===== src/rtl/uart_pkg.sv =====
// Shared definitions for the UART message sequencer: FSM/phase encodings,
// ASCII control characters and default parameter values.
package uart_pkg;

  localparam int unsigned DEF_NUM_MSG    = 8;
  localparam int unsigned DEF_MAX_LEN    = 48;
  localparam int unsigned DEF_FIFO_DEPTH = 8;
  localparam int unsigned DEF_CRLF_EN    = 1;

  // Each ROM entry is stored as a fixed-width, left-aligned character field.
  localparam int unsigned ROM_CHARS = 8;
  localparam int unsigned ROM_LEN_W = 4;

  localparam logic [7:0] ASCII_NUL = 8'h00;
  localparam logic [7:0] ASCII_LF  = 8'h0A;
  localparam logic [7:0] ASCII_CR  = 8'h0D;

  typedef enum logic [2:0] {
    ST_IDLE,
    ST_FETCH,
    ST_SEND,
    ST_WAIT_LO,
    ST_WAIT_HI
  } state_t;

  // Which character source the sequencer is currently draining.
  typedef enum logic [2:0] {
    PH_TEXT,
    PH_LF,
    PH_CR,
    PH_ECHO,
    PH_DONE
  } phase_t;

endpackage


===== src/rtl/msg_rom.sv =====
// Fixed message strings with a per-message length table, read
// combinationally by (id, index).
module msg_rom
  import uart_pkg::*;
#(
  parameter int unsigned ID_W  = 3,
  parameter int unsigned IDX_W = 6
) (
  input  logic [ID_W-1:0]      i_id,
  input  logic [IDX_W-1:0]     i_idx,
  output logic [7:0]           o_char_c,
  output logic [ROM_LEN_W-1:0] o_len_c
);

  logic [8*ROM_CHARS-1:0] w_str;
  int unsigned            w_pos;

  // Banner B is padded with NULs past its text; the NUL ends it early.
  always_comb begin
    w_str   = '0;
    o_len_c = '0;
    case (32'(i_id))
      0: begin w_str = {"Hello", 24'h0};  o_len_c = ROM_LEN_W'(5); end
      1: begin w_str = {"Mode?", 24'h0};  o_len_c = ROM_LEN_W'(5); end
      2: begin w_str = {"Mode I", 16'h0}; o_len_c = ROM_LEN_W'(6); end
      3: begin w_str = {"Mode L", 16'h0}; o_len_c = ROM_LEN_W'(6); end
      4: begin w_str = {"Mode A", 16'h0}; o_len_c = ROM_LEN_W'(6); end
      5: begin w_str = {"Mode B", 16'h0}; o_len_c = ROM_LEN_W'(8); end
      default: begin
        w_str   = '0;
        o_len_c = '0;
      end
    endcase
  end

  always_comb begin
    w_pos    = 32'(i_idx);
    o_char_c = ASCII_NUL;
    if (w_pos < ROM_CHARS) begin
      o_char_c = 8'(w_str >> (8 * (ROM_CHARS - 1 - w_pos)));
    end
  end

endmodule


===== src/rtl/uart_msg_sequencer.sv =====
// Streams stored messages (plus optional LF/CR) and keyboard-echo bytes to a
// UART transmitter over a READY/SEND/DATA handshake; echo never splits a message.
module uart_msg_sequencer
  import uart_pkg::*;
#(
  parameter int unsigned NUM_MSG    = DEF_NUM_MSG,
  parameter int unsigned MAX_LEN    = DEF_MAX_LEN,
  parameter int unsigned FIFO_DEPTH = DEF_FIFO_DEPTH,
  parameter int unsigned CRLF_EN    = DEF_CRLF_EN
) (
  input  logic                       CLK,
  input  logic                       rst,
  input  logic                       msg_valid,
  input  logic [$clog2(NUM_MSG)-1:0] msg_id,
  output logic                       msg_ready,
  input  logic                       echo_valid,
  input  logic [7:0]                 echo_data,
  output logic                       echo_ready,
  input  logic                       tx_rdy,
  output logic                       tx_send,
  output logic [7:0]                 tx_data,
  output logic                       busy,
  output logic                       drop_flag
);

  localparam int unsigned ID_W  = $clog2(NUM_MSG);
  localparam int unsigned IDX_W = $clog2(MAX_LEN);
  localparam int unsigned PTR_W = $clog2(FIFO_DEPTH);
  localparam logic [PTR_W:0]   PTR_ONE = 1;
  localparam logic [IDX_W-1:0] IDX_ONE = 1;

  state_t               r_state, w_state_nxt;
  phase_t               r_phase, w_phase_nxt;
  logic [ID_W-1:0]      r_id, w_id_nxt;
  logic [IDX_W-1:0]     r_idx, w_idx_nxt;
  logic                 r_text_done, w_text_done_nxt;
  logic [7:0]           r_echo, w_echo_nxt;
  logic [7:0]           r_tx_data, w_tx_data_nxt;
  logic                 r_live;
  logic                 r_drop;
  logic [PTR_W:0]       r_wr_ptr, r_rd_ptr;
  logic [7:0]           r_mem [FIFO_DEPTH];

  logic                 w_full, w_empty, w_push, w_pop;
  logic [7:0]           w_rom_char;
  logic [ROM_LEN_W-1:0] w_rom_len;
  int unsigned          w_len;
  logic                 w_text_end, w_have;
  logic [7:0]           w_char;

  msg_rom #(
    .ID_W  (ID_W),
    .IDX_W (IDX_W)
  ) u_msg_rom (
    .i_id     (r_id),
    .i_idx    (r_idx),
    .o_char_c (w_rom_char),
    .o_len_c  (w_rom_len)
  );

  // Echo FIFO: extra pointer bit distinguishes full from empty.
  assign w_empty    = (r_wr_ptr == r_rd_ptr);
  assign w_full     = (r_wr_ptr[PTR_W] != r_rd_ptr[PTR_W]) &&
                      (r_wr_ptr[PTR_W-1:0] == r_rd_ptr[PTR_W-1:0]);
  assign echo_ready = r_live && !w_full;
  assign w_push     = echo_valid && echo_ready;

  always_ff @(posedge CLK) begin
    if (w_push) begin
      r_mem[r_wr_ptr[PTR_W-1:0]] <= echo_data;
    end
  end

  // Character selection; r_idx already points at the next character after a send.
  always_comb begin
    w_len      = (32'(w_rom_len) > MAX_LEN) ? MAX_LEN : 32'(w_rom_len);
    w_text_end = r_text_done || (32'(r_id) >= NUM_MSG) ||
                 (32'(r_idx) >= w_len) || (w_rom_char == ASCII_NUL);
    w_char     = ASCII_NUL;
    w_have     = 1'b1;
    case (r_phase)
      PH_TEXT: begin
        w_char = w_text_end ? ASCII_LF : w_rom_char;
        w_have = !w_text_end || (CRLF_EN != 0);
      end
      PH_LF:   w_char = ASCII_LF;
      PH_CR:   w_char = ASCII_CR;
      PH_ECHO: w_char = r_echo;
      default: w_have = 1'b0;
    endcase
  end

  always_comb begin
    w_state_nxt     = r_state;
    w_phase_nxt     = r_phase;
    w_id_nxt        = r_id;
    w_idx_nxt       = r_idx;
    w_text_done_nxt = r_text_done;
    w_echo_nxt      = r_echo;
    w_tx_data_nxt   = r_tx_data;
    w_pop           = 1'b0;
    case (r_state)
      ST_IDLE: begin
        if (msg_valid && msg_ready) begin
          w_id_nxt        = msg_id;
          w_idx_nxt       = '0;
          w_text_done_nxt = 1'b0;
          w_phase_nxt     = PH_TEXT;
          w_state_nxt     = ST_FETCH;
        end else if (!w_empty) begin
          w_pop       = 1'b1;
          w_echo_nxt  = r_mem[r_rd_ptr[PTR_W-1:0]];
          w_phase_nxt = PH_ECHO;
          w_state_nxt = ST_FETCH;
        end
      end
      ST_FETCH: begin
        if (!w_have) begin
          w_state_nxt = ST_IDLE;
        end else begin
          w_tx_data_nxt = w_char;
          if (r_phase == PH_TEXT && w_text_end) begin
            w_phase_nxt = PH_LF;
          end
          w_state_nxt = ST_SEND;
        end
      end
      ST_SEND: begin
        if (tx_rdy) begin
          w_state_nxt = ST_WAIT_LO;
          case (r_phase)
            PH_TEXT: begin
              // Saturate at the last legal index instead of wrapping past it.
              if (32'(r_idx) == MAX_LEN - 1) begin
                w_text_done_nxt = 1'b1;
              end else begin
                w_idx_nxt = r_idx + IDX_ONE;
              end
            end
            PH_LF:   w_phase_nxt = PH_CR;
            default: w_phase_nxt = PH_DONE;
          endcase
        end
      end
      ST_WAIT_LO: begin
        if (!tx_rdy) begin
          w_state_nxt = ST_WAIT_HI;
        end
      end
      ST_WAIT_HI: begin
        if (tx_rdy) begin
          w_state_nxt = w_have ? ST_FETCH : ST_IDLE;
        end
      end
      default: w_state_nxt = ST_IDLE;
    endcase
  end

  always_ff @(posedge CLK or posedge rst) begin
    if (rst) begin
      r_state     <= ST_IDLE;
      r_phase     <= PH_DONE;
      r_id        <= '0;
      r_idx       <= '0;
      r_text_done <= 1'b0;
      r_echo      <= '0;
      r_tx_data   <= '0;
      r_live      <= 1'b0;
      r_drop      <= 1'b0;
      r_wr_ptr    <= '0;
      r_rd_ptr    <= '0;
    end else begin
      r_state     <= w_state_nxt;
      r_phase     <= w_phase_nxt;
      r_id        <= w_id_nxt;
      r_idx       <= w_idx_nxt;
      r_text_done <= w_text_done_nxt;
      r_echo      <= w_echo_nxt;
      r_tx_data   <= w_tx_data_nxt;
      r_live      <= 1'b1;
      if (echo_valid && r_live && w_full) begin
        r_drop <= 1'b1;
      end
      if (w_push) begin
        r_wr_ptr <= r_wr_ptr + PTR_ONE;
      end
      if (w_pop) begin
        r_rd_ptr <= r_rd_ptr + PTR_ONE;
      end
    end
  end

  assign msg_ready = r_live && (r_state == ST_IDLE);
  assign tx_send   = (r_state == ST_SEND) && tx_rdy;
  assign tx_data   = r_tx_data;
  assign busy      = (r_state != ST_IDLE);
  assign drop_flag = r_drop;

endmodule


===== config.mk =====
export PLATFORM = sky130hd
export DESIGN_NAME = uart_msg_sequencer
export DESIGN_NICKNAME = d
export VERILOG_FILES = /design/src/rtl/uart_pkg.sv /design/src/rtl/msg_rom.sv /design/src/rtl/uart_msg_sequencer.sv
export SDC_FILE = /design/constraint.sdc
export NUM_CORES = 1
export LEC_CHECK = 0
export BUFFER_PORTS_ARGS = -buffer_cell sky130_fd_sc_hd__buf_4
export CAP_MARGIN = 10
export CORE_UTILIZATION = 61
export DETAILED_ROUTE_END_ITERATION = 8
export PLACE_DENSITY = 0.8
export SKIP_LAST_GASP = 1
export SYNTH_ARGS = -nofsm -noshare
export SYNTH_HDL_FRONTEND = slang
export SYNTH_SLANG_ARGS = --single-unit

===== constraint.sdc =====
create_clock -name CLK -period 2.5 [get_ports CLK]
set_input_delay 0.5 -clock CLK [delete_from_list [all_inputs] [get_ports CLK]]
set_output_delay 0.5 -clock CLK [all_outputs]
set_load 0.02 [all_outputs]

== After elaboration in Yosys (flattened, before gate mapping) ==
Memories as Yosys holds them, arrays and structs flattened. A register that Yosys moved wholly into a read port is not among the register bits.
Cells that the tools add are included.

* Bits in registers: 34
* Bits in latches: 0
* RAM bits: 64
* Memory bits (read-only): 0
* Output and inout bits: 13
* Memories: 1

{| class="wikitable"
|+ Memory list
! memory !! depth !! width !! rd ports !! clocked after Yosys merged registers in !! write ports !! line !! source
|-
| r_mem || 8 || 8 || 1 || 1 || 1 || uart_msg_sequencer.sv:42 || <nowiki>logic [7:0] r_mem [FIFO_DEPTH];</nowiki>
|}

* Add/sub/neg operators: 4
* Multiply operators: 0
* Divide/modulo/power cells: 0
* Order comparisons: 2
* Eq/ne operators: 27
* Shift-type cells: 1
* Muxes and demuxes: 36
* Bitwise operators: 2
* Reduce and logical (&&, ||, !) cells: 29

{| class="wikitable"
|+ Operator list
! operator !! number
|-
| one-hot mux 63 bit (6 select lines) || 1
|-
| >> shifter 63 x 32 -> 8 bit || 1
|-
| one-hot mux 8 bit (4 select lines) || 1
|-
| two-way mux 3 bit || 10
|-
| two-way mux 6 bit || 4
|-
| inequality test 2 bit, second input constant || 10
|-
| equality test 3 x 2 -> 1 bit, second input constant || 6
|-
| two-way mux 8 bit || 2
|-
| one-hot mux 3 bit (5 select lines) || 1
|-
| one-hot mux 4 bit (3 select lines) || 1
|-
| one-hot mux 6 bit (2 select lines) || 1
|-
| two-way mux 1 bit || 11
|-
| AND reduction 5 bit || 2
|-
| equality test 3 x 1 -> 1 bit, second input constant || 3
|-
| equality test 3 bit, second input constant || 3
|-
| logical AND 1 bit || 9
|-
| zero test 3 bit || 3
|-
| one-hot mux 3 bit (3 select lines) || 1
|-
| adder 4 x 1 -> 4 bit, second input constant || 2
|-
| zero test 8 bit || 1
|-
| subtractor 3 x 6 -> 7 bit, first input constant || 1
|-
| adder 6 x 1 -> 6 bit, second input constant || 1
|-
| equality test 6 bit, second input constant || 1
|-
| greater-or-equal comparator 6 x 4 -> 1 bit || 1
|-
| other kinds (20) || 24
|}

== Depth between registers and ports, before layout ==
* Depth after elaboration: 10
* Gate-level depth with buffers: 9
* Gate-level depth less buffers: 7

== Modules after synthesis ==
From an unflattened synthesis, not the netlist that was laid out.

* Cell total of the unflattened synthesis: 398
* Area, all modules: 5036.1 µm²

{| class="wikitable"
|+ By module, submodules not included
! module !! instances !! cells an instance !! area an instance (µm²)
|-
| uart_msg_sequencer || 1 || 330 || 4604.4
|-
| msg_rom || 1 || 68 || 431.7
|}

== Worst setup path after synthesis ==
No wires, ideal clock.

* Path kind: register -> register
* Start: register r_rd_ptr[1]
* End: memory r_mem[4][0] (enable)
* Library setup time: 0.383 ns
* Arrival time: 1.878 ns
* Data required time: 2.117 ns
* Slack: 0.239 ns
* Cell stages (with the launch flop): 6
* Clock period less this slack: 2.261 ns
* Cell sequence: dfrtp_1 -> buf_2 -> xnor2_1 -> a41oi_1 -> nand2_1 -> nor3_1

* Cells in the longest elaborated chain, start to end: 7

{| class="wikitable"
|+ RTL lines
! what !! line !! source
|-
| start: declaration || uart_msg_sequencer.sv:41 || <nowiki>logic [PTR_W:0] r_wr_ptr, r_rd_ptr;</nowiki>
|-
| start signal: assignment || uart_msg_sequencer.sv:188 || <nowiki>r_rd_ptr <= r_rd_ptr + PTR_ONE;</nowiki>
|-
| equality test 3 bit || uart_msg_sequencer.sv:64 || <nowiki>(r_wr_ptr[PTR_W-1:0] == r_rd_ptr[PTR_W-1:0]);</nowiki>
|-
| logical AND 1 bit || uart_msg_sequencer.sv:63 || <nowiki>assign w_full = (r_wr_ptr[PTR_W] != r_rd_ptr[PTR_W]) &&</nowiki>
|-
| zero test 1 bit || uart_msg_sequencer.sv:65 || <nowiki>assign echo_ready = r_live && !w_full;</nowiki>
|-
| logical AND 1 bit || uart_msg_sequencer.sv:65 ||
|-
| logical AND 1 bit || uart_msg_sequencer.sv:66 || <nowiki>assign w_push = echo_valid && echo_ready;</nowiki>
|-
| two-way mux 1 bit || uart_msg_sequencer.sv:69 || <nowiki>if (w_push) begin</nowiki>
|-
| two-way mux 1 bit (implied by the code) || uart_msg_sequencer.sv:70 || <nowiki>r_mem[r_wr_ptr[PTR_W-1:0]] <= echo_data;</nowiki>
|-
| end: declaration || uart_msg_sequencer.sv:42 ||
|}

No other way between the ends.

== Final worst setup path ==
* Start: register r_idx[0]
* End: register r_tx_data[2] (netlist: tx_data[2])

* Cells in the longest elaborated chain, start to end: 7
* Elaborated cells on any way between the ends: 10
* Those cells by class: add/sub (1); order compare (2); shift (1); mux (3); reduce/logical (3)

{| class="wikitable"
|+ RTL lines
! what !! line !! source
|-
| start: declaration || uart_msg_sequencer.sv:35 || <nowiki>logic [IDX_W-1:0] r_idx, w_idx_nxt;</nowiki>
|-
| start signal: assignment || uart_msg_sequencer.sv:176 || <nowiki>r_idx <= w_idx_nxt;</nowiki>
|-
| subtractor 3 x 6 -> 7 bit || msg_rom.sv:40 || <nowiki>o_char_c = 8'(w_str >> (8 * (ROM_CHARS - 1 - w_pos)));</nowiki>
|-
| >> shifter 63 x 32 -> 8 bit || msg_rom.sv:40 ||
|-
| two-way mux 8 bit || msg_rom.sv:39 || <nowiki>if (w_pos < ROM_CHARS) begin</nowiki>
|-
| zero test 8 bit || uart_msg_sequencer.sv:78 || <nowiki>(32'(r_idx) >= w_len) || (w_rom_char == ASCII_NUL);</nowiki>
|-
| logical OR 1 bit || uart_msg_sequencer.sv:78 ||
|-
| two-way mux 8 bit (*) || uart_msg_sequencer.sv:83 || <nowiki>w_char = w_text_end ? ASCII_LF : w_rom_char;</nowiki>
|-
| one-hot mux 8 bit (4 select lines) (*) || uart_msg_sequencer.sv:81 || <nowiki>case (r_phase)</nowiki>
|-
| end signal: assignment || uart_msg_sequencer.sv:179 || <nowiki>r_tx_data <= w_tx_data_nxt;</nowiki>
|-
| end: declaration || uart_msg_sequencer.sv:38 || <nowiki>logic [7:0] r_tx_data, w_tx_data_nxt;</nowiki>
|}

Every way passes the cells marked *; elsewhere a longest branch is shown, timed or not.
A chain may end at the register's enable or synchronous reset.

==> metrics.txt <==
# TYPE chip_impl_metric gauge
chip_impl_metric{name="total_leakage_power",unit="nW"} 2.15
chip_impl_info{name="violations",value="hold timing"} 1
chip_impl_info{name="path_delay_family",value="compound AO/OA/AOI/OAI gates"} 1
chip_impl_metric{name="io_buffer_count",unit=""} 28
chip_impl_metric{name="pwr_density_cell",unit="nW/um^2"} 1110
chip_impl_metric{name="floorplan.die.height",unit="um"} 92.3
chip_impl_metric{name="pre_cts_ws",unit="ns"} 0.314
chip_impl_metric{name="cts.repair_timing.setup_buffer_count",unit=""} 0
chip_impl_metric{name="grt_first_pass_wirelength",unit="um"} 16700
chip_impl_metric{name="timing.critical_path.arrival",unit="ns"} 2.52
chip_impl_info{name="kind_of_path_behind_the_tightest_hold_check",value="primary input to async pin"} 1
chip_impl_info{name="critical_path.cell_chain",value="inv_1 -> ha_1 -> nand2b_1 -> a211oi_1 -> o2111a_1 -> nand4_1 -> o21ai_0"} 1
chip_impl_info{name="outcome",value="complete, but fails checks"} 1
chip_impl_metric{name="yosysWarningCount",unit=""} 0
chip_impl_info{name="post-synth-top-count-cell",value="sky130_fd_sc_hd__edfxtp_1"} 1
chip_impl_metric{name="coreArea",unit="um^2"} 7810
chip_impl_metric{name="cell_total_after_placement",unit=""} 523
chip_impl_metric{name="postLayoutCoreUtil",unit="%"} 71.7
chip_impl_metric{name="placed_area",unit="um^2"} 5370
chip_impl_metric{name="via_per_instance_ratio",unit=""} 6.00
chip_impl_metric{name="flop_and_latch_count_out_of_synthesis",unit=""} 106
chip_impl_metric{name="die_area",unit="um^2"} 8520
chip_impl_metric{name="grt_use_total",unit="%"} 26.2
chip_impl_metric{name="finish.instance_area",unit="um^2"} 5590
chip_impl_metric{name="die_width",unit="um"} 92.3
chip_impl_metric{name="report.final.slew_viol_count",unit=""} 0
chip_impl_metric{name="wl_met3",unit="um"} 452
chip_impl_metric{name="finalClockSkew",unit="ns"} 0.0139
chip_impl_metric{name="postLayoutSetupSlackWorst",unit="ns"} 0.257
chip_impl_metric{name="count_of_vias_placed_by_the_detailed_router",unit=""} 3242
chip_impl_metric{name="area_growth",unit="%"} 12.4
chip_impl_metric{name="cts.htree.levels",unit=""} 3
chip_impl_metric{name="drt_first_iter_violations",unit=""} 333
chip_impl_metric{name="antenna_left",unit=""} 0
chip_impl_metric{name="max-slew-margin-rel",unit="%"} 62.6
chip_impl_metric{name="wl",unit="um"} 9860
chip_impl_metric{name="synth_top_cell_area_share",unit="%"} 38.6
chip_impl_metric{name="vdd_drop_max",unit="V"} 0.000751
chip_impl_metric{name="post_synth_arst_share",unit="%"} 39.6
chip_impl_metric{name="worst-path-max-fanout",unit=""} 18
chip_impl_metric{name="finalCriticalPeriod",unit="ns"} 2.24
chip_impl_metric{name="antenna_violations_before_repair",unit=""} 0
chip_impl_metric{name="post_cts_hold_buffer_count",unit=""} 0
chip_impl_metric{name="avgSynthCellArea",unit="um^2"} 12.7
chip_impl_metric{name="grt_overflow_total",unit=""} 0
chip_impl_metric{name="drtPass1Iterations",unit=""} 4
chip_impl_metric{name="cts_buffer_depth",unit=""} 2
chip_impl_metric{name="r2r_cells",unit=""} 7
chip_impl_metric{name="fp-row-count",unit=""} 32
chip_impl_metric{name="gpl.final_weighted_congestion",unit=""} 0.898
chip_impl_info{name="cts-root-buf",value="sky130_fd_sc_hd__clkbuf_8"} 1
chip_impl_metric{name="maxClockFrequency",unit="MHz"} 446
chip_impl_metric{name="cts.reportedPaths.clkPinSlew",unit="ns"} 0.11
chip_impl_metric{name="ioPinCount",unit=""} 29
chip_impl_info{name="post_synth_most_frequent_cells",value="64 x sky130_fd_sc_hd__edfxtp_1, 41 x sky130_fd_sc_hd__dfrtp_1, 38 x sky130_fd_sc_hd__nand2_1"} 1
chip_impl_metric{name="number_of_global_route_vias_before_repair",unit=""} 3263
chip_impl_info{name="routed.top_layer",value="met4"} 1
chip_impl_info{name="cp-start-kind",value="flip-flop"} 1
chip_impl_metric{name="worstPathRequired",unit="ns"} 2.78
chip_impl_metric{name="critical-path-max-stage-delay",unit="ns"} 0.66
chip_impl_metric{name="regToRegSetupSlack",unit="ns"} 0.26
chip_impl_metric{name="cts.sinks",unit=""} 106
chip_impl_info{name="crit_path_top_delay_cell",value="sky130_fd_sc_hd__dfrtp_1"} 1
chip_impl_metric{name="n_antenna_cell",unit=""} 0
chip_impl_metric{name="totalNegativeSetupSlack",unit="ns"} 0
chip_impl_metric{name="grt_start_max_net_pins",unit=""} 31
chip_impl_info{name="timing.critical_path.from",value="r_idx[0]$_DFFE_PP0P_"} 1
chip_impl_metric{name="finish.net_count",unit=""} 458
chip_impl_metric{name="final_min_period_over_clock_period",unit="%"} 89.7
chip_impl_metric{name="initial_utilization",unit="%"} 63.7
chip_impl_metric{name="post-route-drc-count",unit=""} 0
chip_impl_metric{name="power.total",unit="mW"} 6.20
chip_impl_metric{name="worst_skew_pair.late_latency",unit="ns"} 0.37
chip_impl_metric{name="routedLengthMet1",unit="um"} 4250
chip_impl_metric{name="mappedNetlistArea",unit="um^2"} 4980
chip_impl_metric{name="final-hold-violation-count",unit=""} 2
chip_impl_metric{name="synth.distinct_cells",unit=""} 59
chip_impl_info{name="synth_flop_cell",value="sky130_fd_sc_hd__edfxtp_1"} 1
chip_impl_metric{name="number_of_enable_type_register_cells_in_the_synthesized_netlist",unit=""} 64
chip_impl_metric{name="netlist_instances",unit=""} 392
chip_impl_info{name="crit_path_end_kind",value="flip-flop"} 1
chip_impl_info{name="critical_path.reg2reg.endpoint",value="tx_data[2]$_DFFE_PP0P_"} 1
chip_impl_metric{name="cts_inserted_buffers",unit=""} 9
chip_impl_metric{name="setup_viol_count_final",unit=""} 0
chip_impl_metric{name="cts_repair_resize_count",unit=""} 0
chip_impl_info{name="worstSetupPathType",value="flip-flop to flip-flop"} 1
chip_impl_info{name="yosysTopAreaCell",value="sky130_fd_sc_hd__edfxtp_1"} 1
chip_impl_metric{name="drive_gt1_share",unit="%"} 21.7
chip_impl_metric{name="dp.final_hpwl",unit="um"} 7110
chip_impl_info{name="synth_area_leaders",value="sky130_fd_sc_hd__edfxtp_1 39%, sky130_fd_sc_hd__dfrtp_1 21%, sky130_fd_sc_hd__mux4_2 7.2%"} 1
chip_impl_metric{name="max-cap-violations",unit=""} 0
chip_impl_info{name="grt_setup_unrepaired",value="no"} 1
chip_impl_info{name="tritoncts",value="built"} 1
chip_impl_metric{name="route.detailed.wl_per_inst",unit="um"} 18.3
chip_impl_metric{name="syn_nets",unit=""} 417
chip_impl_metric{name="sequential_share_of_the_synthesized_area",unit="%"} 59.8
chip_impl_metric{name="timing_worst_slew_pin_value",unit="ns"} 0.560
chip_impl_info{name="crit-reg2reg-launch",value="r_idx[0]$_DFFE_PP0P_"} 1
chip_impl_metric{name="cp.buffers_inverters",unit=""} 1
chip_impl_metric{name="met2_wirelength",unit="um"} 5000
chip_impl_metric{name="fillCellCount",unit=""} 545
chip_impl_metric{name="worst_hold_slack",unit="ns"} -0.000463
chip_impl_metric{name="final_cell_count_no_fill",unit=""} 540
==> cell usage in the layout (no fill, tap or decap), types with 3 or more instances in the layout <==
master and count:
sky130_fd_sc_hd__buf_4 51, sky130_fd_sc_hd__nand2_1 38, sky130_fd_sc_hd__dfrtp_1 41, sky130_fd_sc_hd__a31oi_1 8
sky130_fd_sc_hd__or3_1 4, sky130_fd_sc_hd__inv_1 11, sky130_fd_sc_hd__nor2_1 30, sky130_fd_sc_hd__and3_1 3
sky130_fd_sc_hd__and2_1 4, sky130_fd_sc_hd__ha_1 9, sky130_fd_sc_hd__mux2i_1 10, sky130_fd_sc_hd__a21oi_1 14
sky130_fd_sc_hd__clkbuf_8 9, sky130_fd_sc_hd__nor3_1 6, sky130_fd_sc_hd__nand3_1 10, sky130_fd_sc_hd__xnor2_1 7
sky130_fd_sc_hd__o211ai_1 3, sky130_fd_sc_hd__edfxtp_1 64, sky130_fd_sc_hd__nand2b_1 8, sky130_fd_sc_hd__mux4_2 16
sky130_fd_sc_hd__xor2_1 5, sky130_fd_sc_hd__nor2b_1 6, sky130_fd_sc_hd__nand4_1 5, sky130_fd_sc_hd__o21ai_0 28
==> worst max path at each step <==
stage,cells past startpoint,slack [ns],endpoint
final,7,0.26,tx_data[2]$_DFFE_PP0P_
after global routing,7,0.01,tx_data[6]$_DFFE_PP0P_
after CTS,7,0.28,tx_data[6]$_DFFE_PP0P_
after detailed placement,7,0.31,tx_data[6]$_DFFE_PP0P_
after global placement,7,0.37,r_phase[0]$_DFFE_PP0P_
after floorplan,5,0.24,r_mem[4][0]$_DFFE_PP_
==> flip-flops by register name, summed over array words and instances (netlist names) <==
register	cells
r_wr_ptr	4
r_state	3
r_rd_ptr	4
r_mem	64
tx_data	8
r_live	1
r_id	3
drop_flag	1
r_phase	3
r_idx	6
r_text_done	1
r_echo	8
==> routing by layer <==
layer | track usage [%] | vias up
met1 | 35.0 | 1601
met2 | 43.5 | 86
met4 | 7.16 | 0
met5 | 0 | -
li1 | - | 1539
met3 | 5.83 | 16
==> logic make-up (layout without fill, tap and decap cells) <==
kind of cell	after synthesis	count (layout)	synth area share (%)
other	1	1	0.0754
buffers and inverters	34	80	3.27
and+or+nand+nor	127	127	12.8
muxes	28	28	9.71
DFF	106	106	59.8
AOI/OAI and AO/OA	75	75	9.98
xor gates and xnor gates	12	12	2.11
adders and majority gates	9	9	2.26
==> area by class of cell <==
class                   count  area (um^2)  area share [%]
repair buffers             52          403            7.20
multi-input cells         252         1840            32.9
clock buffers               9          124            2.21
flip-flops and latches    106         2970            53.2
clock inverters             7         81.3            1.45
inverters                  12         45.0           0.805
well taps                 102          128            2.28
==> power by group <==
group	internal (mW)	switching, mW
clock network	0.400	0.650
registers	2.23	0.411
logic	1.15	1.36
total	3.78	2.42
Note: power is estimated with default switching activity, not from simulation.
